`src/rtl/ppa_pkg.sv`:
```
// Shared definitions for the multi-precision add/subtract sequencer and its chunk adder.
package ppa_pkg;

   localparam int CHUNK_W = 6;

   typedef enum logic [1:0] {
      IDLE = 2'd0,
      RUN  = 2'd1,
      DONE = 2'd2
   } seq_state_t;

endpackage

```
`src/rtl/PPA_adder.sv`:
```
// 6-bit combinational parallel-prefix (Kogge-Stone) adder with carry-in and carry-out.
module PPA_adder
   import ppa_pkg::*;
(
   input  logic [CHUNK_W-1:0] a,
   input  logic [CHUNK_W-1:0] b,
   input  logic               c_in,
   output logic [CHUNK_W-1:0] sum,
   output logic               c_out
);

   logic [CHUNK_W-1:0] g_s [0:3];
   logic [CHUNK_W-1:0] p_s [0:3];
   logic [CHUNK_W-1:0] carry_s;

   // Prefix tree: c_in is folded into bit 0 so g_s[3][i] is the carry out of bit i.
   always_comb begin
      p_s[0] = a ^ b;
      g_s[0] = a & b;
      g_s[0][0] = g_s[0][0] | (p_s[0][0] & c_in);
      for (int l = 0; l < 3; l++) begin
         g_s[l+1] = g_s[l] | (p_s[l] & (g_s[l] << (1 << l)));
         p_s[l+1] = p_s[l] & ((p_s[l] << (1 << l)) | CHUNK_W'((1 << (1 << l)) - 1));
      end
      carry_s = {g_s[3][CHUNK_W-2:0], c_in};
      sum     = p_s[0] ^ carry_s;
      c_out   = g_s[3][CHUNK_W-1];
   end

endmodule

```
`src/rtl/ppa_mp_add_seq.sv`:
```
// Multi-precision add/subtract sequencer: one shared 6-bit PPA_adder, one chunk per clock, LS chunk first.
module ppa_mp_add_seq
   import ppa_pkg::*;
#(
   parameter  int WORDS = 4,
   localparam int W     = CHUNK_W * WORDS
)(
   input  logic         clk,
   input  logic         rst_n,
   input  logic         start,
   input  logic         sub,
   input  logic         c_in,
   input  logic [W-1:0] op_a,
   input  logic [W-1:0] op_b,
   input  logic         abort,
   output logic         busy,
   output logic         done,
   output logic [W-1:0] result,
   output logic         c_out,
   output logic         ovf
);

   localparam int            IW       = (WORDS > 1) ? $clog2(WORDS) : 1;
   localparam logic [IW-1:0] LAST_IDX = IW'(WORDS - 1);

   seq_state_t         state_q, state_d;
   logic [IW-1:0]      idx_q, idx_d;
   logic [W-1:0]       a_q, a_d;
   logic [W-1:0]       b_q, b_d;
   logic               carry_q, carry_d;
   logic [W-1:0]       result_q, result_d;
   logic               c_out_q, c_out_d;
   logic               ovf_q, ovf_d;

   logic [CHUNK_W-1:0] a_chunk_s;
   logic [CHUNK_W-1:0] b_chunk_s;
   logic [CHUNK_W-1:0] sum_s;
   logic               add_co_s;

   assign a_chunk_s = a_q[int'(idx_q) * CHUNK_W +: CHUNK_W];
   assign b_chunk_s = b_q[int'(idx_q) * CHUNK_W +: CHUNK_W];

   PPA_adder u_adder (
      .a     (a_chunk_s),
      .b     (b_chunk_s),
      .c_in  (carry_q),
      .sum   (sum_s),
      .c_out (add_co_s)
   );

   // Next-state logic: operand staging, chunk write-back, carry chain and final flags.
   always_comb begin
      state_d  = state_q;
      idx_d    = idx_q;
      a_d      = a_q;
      b_d      = b_q;
      carry_d  = carry_q;
      result_d = result_q;
      c_out_d  = c_out_q;
      ovf_d    = ovf_q;
      case (state_q)
         IDLE: begin
            if (start) begin
               a_d     = op_a;
               b_d     = sub ? ~op_b : op_b;
               carry_d = sub ? 1'b1 : c_in;
               idx_d   = '0;
               state_d = RUN;
            end else begin
               state_d = IDLE;
            end
         end
         RUN: begin
            if (abort) begin
               state_d = IDLE;
            end else begin
               result_d[int'(idx_q) * CHUNK_W +: CHUNK_W] = sum_s;
               carry_d = add_co_s;
               if (idx_q == LAST_IDX) begin
                  c_out_d = add_co_s;
                  ovf_d   = (a_q[W-1] == b_q[W-1]) && (sum_s[CHUNK_W-1] != a_q[W-1]);
                  state_d = DONE;
               end else begin
                  idx_d   = idx_q + IW'(1);
               end
            end
         end
         DONE: begin
            state_d = IDLE;
         end
         default: begin
            state_d = IDLE;
         end
      endcase
   end

   // State and datapath registers with synchronous active-low reset.
   always_ff @(posedge clk) begin
      if (!rst_n) begin
         state_q  <= IDLE;
         idx_q    <= '0;
         a_q      <= '0;
         b_q      <= '0;
         carry_q  <= 1'b0;
         result_q <= '0;
         c_out_q  <= 1'b0;
         ovf_q    <= 1'b0;
      end else begin
         state_q  <= state_d;
         idx_q    <= idx_d;
         a_q      <= a_d;
         b_q      <= b_d;
         carry_q  <= carry_d;
         result_q <= result_d;
         c_out_q  <= c_out_d;
         ovf_q    <= ovf_d;
      end
   end

   assign busy   = (state_q == RUN);
   assign done   = (state_q == DONE);
   assign result = result_q;
   assign c_out  = c_out_q;
   assign ovf    = ovf_q;

endmodule

```
`config.mk`:
```
export PLATFORM = sky130hd
export DESIGN_NAME = ppa_mp_add_seq
export DESIGN_NICKNAME = d
export VERILOG_FILES = /design/src/rtl/ppa_pkg.sv /design/src/rtl/PPA_adder.sv /design/src/rtl/ppa_mp_add_seq.sv
export SDC_FILE = /design/constraint.sdc
export NUM_CORES = 1
export LEC_CHECK = 0
export BUFFER_PORTS_ARGS = -buffer_cell sky130_fd_sc_hd__buf_2
export CORE_ASPECT_RATIO = 1.75
export CORE_UTILIZATION = 50
export CTS_BUF_LIST = sky130_fd_sc_hd__clkbuf_2
export DETAILED_ROUTE_END_ITERATION = 6
export MAX_ROUTING_LAYER = met4
export PLACE_DENSITY = 0.83
export SETUP_SLACK_MARGIN = 0.2
export SYNTH_ARGS = -nofsm -noshare
export SYNTH_HDL_FRONTEND = slang
export SYNTH_SLANG_ARGS = --single-unit
```
`constraint.sdc`:
```
create_clock -name clk -period 3 [get_ports clk]
set_clock_uncertainty 0.2 [all_clocks]
set_input_delay 0.3 -clock clk [delete_from_list [all_inputs] [get_ports clk]]
set_output_delay 0.3 -clock clk [all_outputs]
set_load 0.05 [all_outputs]
```
==> out/qor.yml, run 1 <==
syn-num-nets: 498
netlist_area_mm2: 0.00381
pwr-share-seq: 0.481
power_frac_comb: 0.238
cap_violations: 0
critPathRequiredTime_ns: 3.26
p_switching_uw: 712
max_freq_mhz: 350
antenna_found_initial: 0
hold_ws_ns: 0.0511
design_area_mm2: 0.00516
ys_warn_count: 0
pin_count: 82
p_sw_frac: 0.301
synth_edf_count: 0
diodes: 0
multiInputGateArea_mm2: 0.00220
synthArstFlopShare: 0
start_kind: "register"
die_y_um: 117
hold_path_class: "input port to register"
grtUsageTotal: 0.294
grt_max_degree: 69
postRouteAntennaNets: 0
ff_latch_area_mm2: 0.00159
hold_viol_final: 0
gp_congestion: 0.886
status: "completed"
die_x_um: 68.0
p_per_area_mw_per_mm2: 458
nNetsFinal: 633
ys.flop_type: "dfxtp_1"
max_slew_margin: 0.519
nFillCells: 543
grt-ovfl-total: 0
place_inst: 580
p_leak_uw: 0.00211
fin_cells: 657
p_int_uw: 1650
ys_ff_latch: 79
ys_seq_area_frac: 0.416
syn_area_per_cell_um2: 8.83
period_share: 0.952
rsz0062_at_grt: "true"
core_area_mm2: 0.00728
drtPass1Iterations: 6
dp_hpwl_mm: 6.99
tns_ns: 0
vias_per_cell: 5.64
place_area_mm2: 0.00433
worstMarginPinSlew_ns: 0.721
cts_tree: "built"
pwr-share-clk: 0.281
critPathArrivalTime_ns: 3.12
end_kind: "register"
clk_pin_slew_worst_paths_ns: 0.24
regToRegSetupSlack_ns: 0.14
worstSetupPathType: "register to register"
remaining_drc_errors: 0
first_iter_violations: 254
path_max_fanout: 6
setup_violations: 0
finalCriticalPeriod_ns: 2.86
first_global_vias: 3669
drt-wirelength-per-cell_um: 16.2
start_util: 0.523
cts_root_buf: "clkbuf_2"
clock_latency_ns: 0.57
synth_cell_types: 46
rows: 41
wl_mm: 10.6
cts_made_buffers: 9
peakVddDrop_mv: 0.583
vias: 3708
htreeDepth: 3
grt_pass1_wl_mm: 17.1
clk_path_buf_depth: 2
drv_slew: 0
dieArea_mm2: 0.00798
io_buffers: 81
layout-drive-gt1-share: 0.275
area_growth_pct: 35.6
netlist_instances: 431
cts_num_sinks: 79
cell families (layout without fill, tap and decap cells):
logic type	Yosys count	count (layout)	share of synthesized area
and+or+nand+nor	158	158	0.186
AOI/OAI and AO/OA	100	100	0.165
DFF	79	79	0.416
buffers and inverters	36	176	0.0378
xor gates and xnor gates	28	28	0.0644
muxes	17	17	0.0845
adders and majority gates	13	13	0.0467
worst paths after layout:
kind | startpoint | endpoint | depth (start not counted)
setup / recovery | idx_q[0] | ovf | 9
setup reg to reg | idx_q[0] | ovf | 9
hold / removal | start | a_q[5] | 5
hold reg to reg | result[2] | result[2] | 2
cell usage in the layout (no fill, tap or decap), drive strengths merged, types with 3 or more instances in the layout:
cell type | synthesis | routed
nor2 | 44 | 44
and3 | 3 | 3
mux4 | 12 | 12
dfxtp | 79 | 79
mux2i | 4 | 4
clkbuf | 19 | 9
nand2 | 66 | 66
clkinv | 2 | 5
o21ai | 8 | 8
ha | 11 | 11
nor3 | 4 | 4
xnor2 | 26 | 26
a21oi | 45 | 45
dlygate4sd3 | 0 | 51
nand3 | 20 | 20
and2 | 6 | 6
o31ai | 4 | 4
a22oi | 6 | 6
inv | 4 | 4
buf | 11 | 103
a31oi | 3 | 3
a211oi | 24 | 24
power by group through the flow:
stage	registers (uW)	clock network [uW]	logic, uW
6_report	1140	665	563
5_1_grt	1150	705	611
4_1_cts	1140	667	533
3_5_place_dp	1160	0	439
3_3_place_gp	1160	0	425
2_1_floorplan	1160	0	298
cell usage after synthesis (4+ instances only):
| cell type | count | share of area |
|---|---|---|
| nand3_1 | 19 | 0.025 |
| o31ai_1 | 4 | 0.0079 |
| dfxtp_1 | 79 | 0.42 |
| ha_1 | 11 | 0.036 |
| buf_1 | 6 | 0.0059 |
| o21ai_0 | 8 | 0.011 |
| mux4_2 | 12 | 0.071 |
| xnor2_1 | 26 | 0.060 |
| nand2_1 | 66 | 0.065 |
| mux2i_1 | 4 | 0.011 |
| and2_1 | 6 | 0.0099 |
| a21oi_1 | 45 | 0.059 |
| buf_2 | 4 | 0.0053 |
| a211oi_1 | 24 | 0.047 |
| nor2_1 | 44 | 0.043 |
| a22oi_1 | 6 | 0.012 |
| nor3_1 | 4 | 0.0053 |
| clkbuf_1 | 19 | 0.019 |
sequential cells by signal (all words and copies together) (netlist names):
signal,cells
idx_q,2
result,24
b_q,24
state_q,2
a_q,24
carry_q,1
ovf,1
c_out,1
layout make-up:
class	instances	area share
Sequential cell	79	0.307
Multi-Input combinational cell	316	0.426
Clock inverter	7	0.0189
Tap cell	86	0.0208
Timing Repair Buffer	154	0.214
Clock buffer	9	0.00873
Inverter	6	0.00436
critical path, cell delays in order, from the launching register on:
cell and delay (ns):
dfxtp_4 0.42, buf_4 0.13, buf_8 0.13, mux4_2 0.56, ha_4 0.31, a21oi_2 0.07, or4_4 0.53, nand3_4 0.13
mux2i_1 0.19, a311oi_1 0.10
per-stage QoR:
step / utilization / setup slack (ns) / total power, uW
global placement: 0.595 / 0.105 / 1580
detailed placement: 0.595 / 0.0478 / 1600
finish: 0.709 / 0.145 / 2370
global route: 0.709 / 0.0114 / 2460
CTS: 0.701 / 0.0939 / 2340
floorplan: - / 0.159 / 1460
repair_timing:
item	in CTS	in global routing
buffers inserted	8	2
hold buffers	51	0
resized for setup	12	11
endpoints found under the hold margin	61	0
pin swaps	16	10
setup endpoints to repair	12	21
metal layers:
metal  GRT usage  wire (um)  vias up
li1            -          -     1796
met4       0.164        508        0
met5           -          0        -
met2       0.500       5840      149
met1       0.302       3800     1719
met3      0.0496        465       44
(Power assumes the default switching activity.)
==> inputs of run 2 (changes only) <==
==> constraint.sdc (replaced) <==
create_clock -name clk -period 3 [get_ports clk]
set_clock_uncertainty 0.2 [all_clocks]
set_input_delay 0.6 -clock clk [delete_from_list [all_inputs] [get_ports clk]]
set_output_delay 0.6 -clock clk [all_outputs]
set_load 0.05 [all_outputs]
==> out/qor.yml, run 2 (synthesis results as in run 1) <==
grtUsageTotal: 0.255
design_area_mm2: 0.00492
end_kind: "register"
antenna_found_initial: 0
worstSetupPathType: "register to register"
max_freq_mhz: 332
area_growth_pct: 29.4
setup_violations: 1
cts_hold_buf: 0
max_slew_margin: 0.413
die_x_um: 68.0
hold_viol_final: 0
drtPass1Iterations: 4
post-place-ws_ns: 0.0303
final_common_cell: "buf_2"
dieArea_mm2: 0.00798
hold_path_class: "input port to register"
clock_latency_ns: 0.57
place_area_mm2: 0.00433
grt_pass1_wl_mm: 14.9
cts_num_sinks: 79
slowest_stage: "mux4_2"
drv_slew: 0
p_per_area_mw_per_mm2: 461
layout.cells.most_common_list: "buf_2, dfxtp_1, nand2_1"
hold_ws_ns: 0.0562
vias_per_cell: 5.66
startpoint: "idx_q[0]"
critPathRequiredTime_ns: 3.26
diodes: 0
status: "finished, violations left"
remaining_drc_errors: 0
violations: "negative setup slack"
layout-drive-gt1-share: 0.347
clk_pin_slew_worst_paths_ns: 0.23
nNetsFinal: 598
vias: 3519
first_iter_violations: 360
path_max_fanout: 5
drt-wirelength-per-cell_um: 16.2
period_share: 1.00
rows: 41
crit_family: "adder cells"
crit_top_cell: "fa_2"
finalCriticalPeriod_ns: 3.01
dp_hpwl_mm: 6.93
io_buffers: 81
timing.final.ws_setup_ns: -0.0104
rsz0062_at_grt: "true"
gp_congestion: 0.882
wl_mm: 10.1
first_global_vias: 3254
worstMarginPinSlew_ns: 0.881
r2r-start: "idx_q[0]"
clk_path_buf_depth: 2
core_area_mm2: 0.00728
htreeDepth: 3
peakVddDrop_mv: 0.364
post-route-util: 0.676
path_cells: "mux4_2, fa_2, fa_2, a21o_1, a21oi_4, xnor2_4, buf_4, nor2_2, o31ai_1"
cap_violations: 0
die_y_um: 117
cts_made_buffers: 9
pin_count: 82
cp_slowest_stage_delay_ns: 0.52
cts_root_buf: "clkbuf_2"
hp-start: "op_a[19]"
grt_max_degree: 53
regToRegSetupSlack_ns: -0.01
start_kind: "register"
grt-ovfl-total: 0
p_leak_uw: 0.00201
cts_tree: "built"
postRouteAntennaNets: 0
worst-path-buf-inv: 1
start_util: 0.523
critPathArrivalTime_ns: 3.27
==> run 2: changes by cell type in the layout (fill, tap and decap cells not counted), moves of 2 or more <==
cell           before  now
nand3_2             0    2
buf_6               1    7
clkinvlp_4          2    0
clkinv_1            2    5
buf_4              19   26
nand3_1            19   16
ha_4                2    4
clkinv_4            2    0
a21oi_1            41   38
a21oi_4             1    3
clkbuf_16           0    2
nor3_2              0    2
nor3_1              4    2
dlygate4sd3_1      51    0
==> run 2: path summary, 6_finish.rpt <==
check / depth (start not counted) / to
setup reg to reg: 9 / result[16]
hold reg to reg: 2 / result[2]
hold / removal: 3 / a_q[19]
setup / recovery: 9 / result[16]
==> run 2: layer usage <==
layer | up-vias | GRT usage | wire length, um
met5 | - | - | 0
met4 | 0 | 0.159 | 463
met3 | 33 | 0.0584 | 426
met2 | 118 | 0.415 | 5560
met1 | 1651 | 0.265 | 3650
li1 | 1717 | - | -
==> run 2: layout make-up <==
class	instances	area, um^2
Clock buffer	10	50.0
Fill cell	580	2360
Clock inverter	6	51.3
Timing Repair Buffer	119	785
Tap cell	86	108
Sequential cell	79	1590
Inverter	6	25.0
Multi-Input combinational cell	316	2320
==> run 2: power breakdown <==
part	switching (uW)	total, uW	internal, uW
registers	34.0	1140	1110
logic	309	588	279
clock network	357	542	185
total	699	2270	1570
==> run 2: timing repair <==
item | CTS | global route
gates cloned | 0 | 2
buffers inserted | 6 | 18
endpoints found under the setup margin | 19 | 21
gates resized for setup | 12 | 42
pin swaps | 11 | 20
==> run 2: metrics by stage <==
step	cells	setup TNS, ns	total power, uW
3_3_place_gp	580	0	1590
4_1_cts	602	0	2160
5_1_grt	622	-0.698	2370
2_1_floorplan	431	0	1460
3_5_place_dp	580	0	1600
6_report	622	-0.0104	2270
==> run 2: worst reg2reg max path, delay by kind of cell, from the launching register on <==
family | cells | cell delay (ns)
xor+xnor | 1 | 0.18
simple gates | 1 | 0.03
mux | 1 | 0.52
buf+inv | 1 | 0.17
compound gates | 3 | 0.61
flops | 1 | 0.43
fa+ha+maj | 2 | 0.77
==> inputs of run 3 (changes only) <==
--- a/config.mk
+++ b/config.mk
@@ -7,11 +7,12 @@
 export LEC_CHECK = 0
 export BUFFER_PORTS_ARGS = -buffer_cell sky130_fd_sc_hd__buf_2
 export CORE_ASPECT_RATIO = 1.75
+export CORE_MARGIN = 4
 export CORE_UTILIZATION = 50
 export CTS_BUF_LIST = sky130_fd_sc_hd__clkbuf_2
 export DETAILED_ROUTE_END_ITERATION = 6
 export MAX_ROUTING_LAYER = met4
-export PLACE_DENSITY = 0.83
+export PLACE_DENSITY = 0.8
 export SETUP_SLACK_MARGIN = 0.2
 export SYNTH_ARGS = -nofsm -noshare
 export SYNTH_HDL_FRONTEND = slang
==> constraint.sdc (replaced) <==
create_clock -name clk -period 3.6 [get_ports clk]
set_clock_uncertainty 0.2 [all_clocks]
set_input_delay 0.72 -clock clk [delete_from_list [all_inputs] [get_ports clk]]
set_output_delay 0.72 -clock clk [all_outputs]
set_load 0.05 [all_outputs]
==> out/qor.yml, run 3 (synthesis results as in run 1) <==
status: "completed"
multiInputGateArea_mm2: 0.00209
slowest_stage: "mux4_2"
max_freq_mhz: 313
worst-path-buf-inv: 0
postRouteAntennaNets: 0
core_area_mm2: 0.00734
cts_tree: "built"
critPathArrivalTime_ns: 3.45
post-place-ws_ns: 0.367
place_inst: 576
die_x_um: 74.0
antenna_found_initial: 0
grtUsageTotal: 0.226
wl_mm: 9.31
drtPass1Iterations: 4
die_y_um: 123
whs_endpoint: "a_q[10]"
rsz0062_at_grt: "false"
cts_num_sinks: 79
p_leak_uw: 0.00179
hold_path_depth: 3
hp-start: "op_a[10]"
timing.final.ws_setup_ns: 0.410
io_buffers: 81
crit_family: "adder cells"
drv_slew: 0
first_global_vias: 3218
cts_made_buffers: 9
grt_max_degree: 49
area_growth_pct: 14.2
clk_pin_slew_worst_paths_ns: 0.19
path_cells: "mux4_2, fa_1, fa_1, a21o_1, a21oi_1, xnor2_2, a22oi_1, o31ai_1"
nFillCells: 676
start_util: 0.519
layout.cells.most_common_list: "buf_2, dfxtp_1, nand2_1"
cap_violations: 0
tns_ns: 0
path_max_fanout: 6
ff_latch_area_mm2: 0.00158
layout-drive-gt1-share: 0.246
cts_hold_buf: 0
timing.rr.end: "result[18]"
final_common_cell: "buf_2"
r2r-start: "idx_q[0]"
hold_viol_final: 0
gp_congestion: 0.908
critPathRequiredTime_ns: 3.86
dieArea_mm2: 0.00913
grt_pass1_wl_mm: 15.2
clk_path_buf_depth: 2
pin_count: 82
max_slew_margin: 0.560
drt-wirelength-per-cell_um: 15.8
regToRegSetupSlack_ns: 0.41
period_share: 0.886
p_per_area_mw_per_mm2: 385
remaining_drc_errors: 0
post-cts-setup-buffers: 0
diodes: 0
hold_path_class: "input port to register"
start_kind: "register"
dp_hpwl_mm: 7.20
rr_worst_depth: 8
vias: 3327
vias_per_cell: 5.63
cp_slowest_stage_delay_ns: 0.54
rows: 41
htreeDepth: 3
grt-ovfl-total: 0
worstSetupPathType: "register to register"
clock_latency_ns: 0.54
end_kind: "register"
nNetsFinal: 568
cts_root_buf: "clkbuf_2"
setup_violations: 0
cp.depth: 8
worstMarginPinSlew_ns: 0.660
finalCriticalPeriod_ns: 3.19
first_iter_violations: 360
fin_cells: 591
crit_top_cell: "fa_1"
peakVddDrop_mv: 0.239
-- run 3: cell types whose count changed in the layout (fill, tap and decap cells not counted), moves of 3 or more --
cell / change
buf_4: -19
a21oi_1: +7
buf_6: -6
a21oi_2: -4
ha_1: +4
ha_4: -4
o21ai_0: +4
a21oi_4: -3
a22oi_1: +3
a22oi_2: -3
nand3_1: +3
o21ai_1: -3
-- run 3: layer usage --
layer	track usage	wire length, um	up-vias
li1	-	-	1666
met4	0.133	427	0
met1	0.240	3510	1501
met3	0.0496	533	34
met5	-	0	-
met2	0.378	4850	126
-- run 3: area by class of cell --
class / count / area share
sequential: 79 / 0.364
tap: 86 / 0.0247
timing repair buffer: 89 / 0.108
clock buffer: 10 / 0.0115
multi-input combinational: 316 / 0.481
inverter: 6 / 0.00518
clock inverter: 5 / 0.00604
-- run 3: where the power goes --
part | switching (uW) | total [uW] | internal, uW
registers | 29.8 | 951 | 921
logic | 202 | 345 | 143
clock network | 294 | 378 | 84.6
-- run 3: worst max path at each step --
| stage | start | endpoint |
|---|---|---|
| 2_1_floorplan | idx_q[1] | result[8] |
| 3_3_place_gp | idx_q[0] | result[8] |
| 3_5_place_dp | idx_q[0] | result[8] |
| 4_1_cts | idx_q[0] | result[8] |
| 5_1_grt | idx_q[0] | result[8] |
| 6_report | idx_q[0] | result[18] |
-- run 3: repair_timing --
| item | CTS | global route |
|---|---|---|
| endpoints found under the hold margin | 0 | 0 |
| gates resized for setup | 0 | 3 |
| endpoints found under the setup margin | 0 | 3 |
-- run 3: stage by stage --
stage / hold WS [ns] / area, um^2 / power, uW / utilization
2_1_floorplan: 0.233 / 3810 / 1210 / -
3_3_place_gp: 0.237 / 4260 / 1300 / 0.581
3_5_place_dp: 0.242 / 4260 / 1310 / 0.581
4_1_cts: 0.142 / 4340 / 1680 / 0.591
5_1_grt: 0.130 / 4350 / 1760 / 0.593
6_report: 0.184 / 4350 / 1670 / 0.593
-- run 3: worst min-delay path, cell delays in order --
cell and delay [ns]:
buf_2 0.09, nand2_1 0.04, a21oi_1 0.05
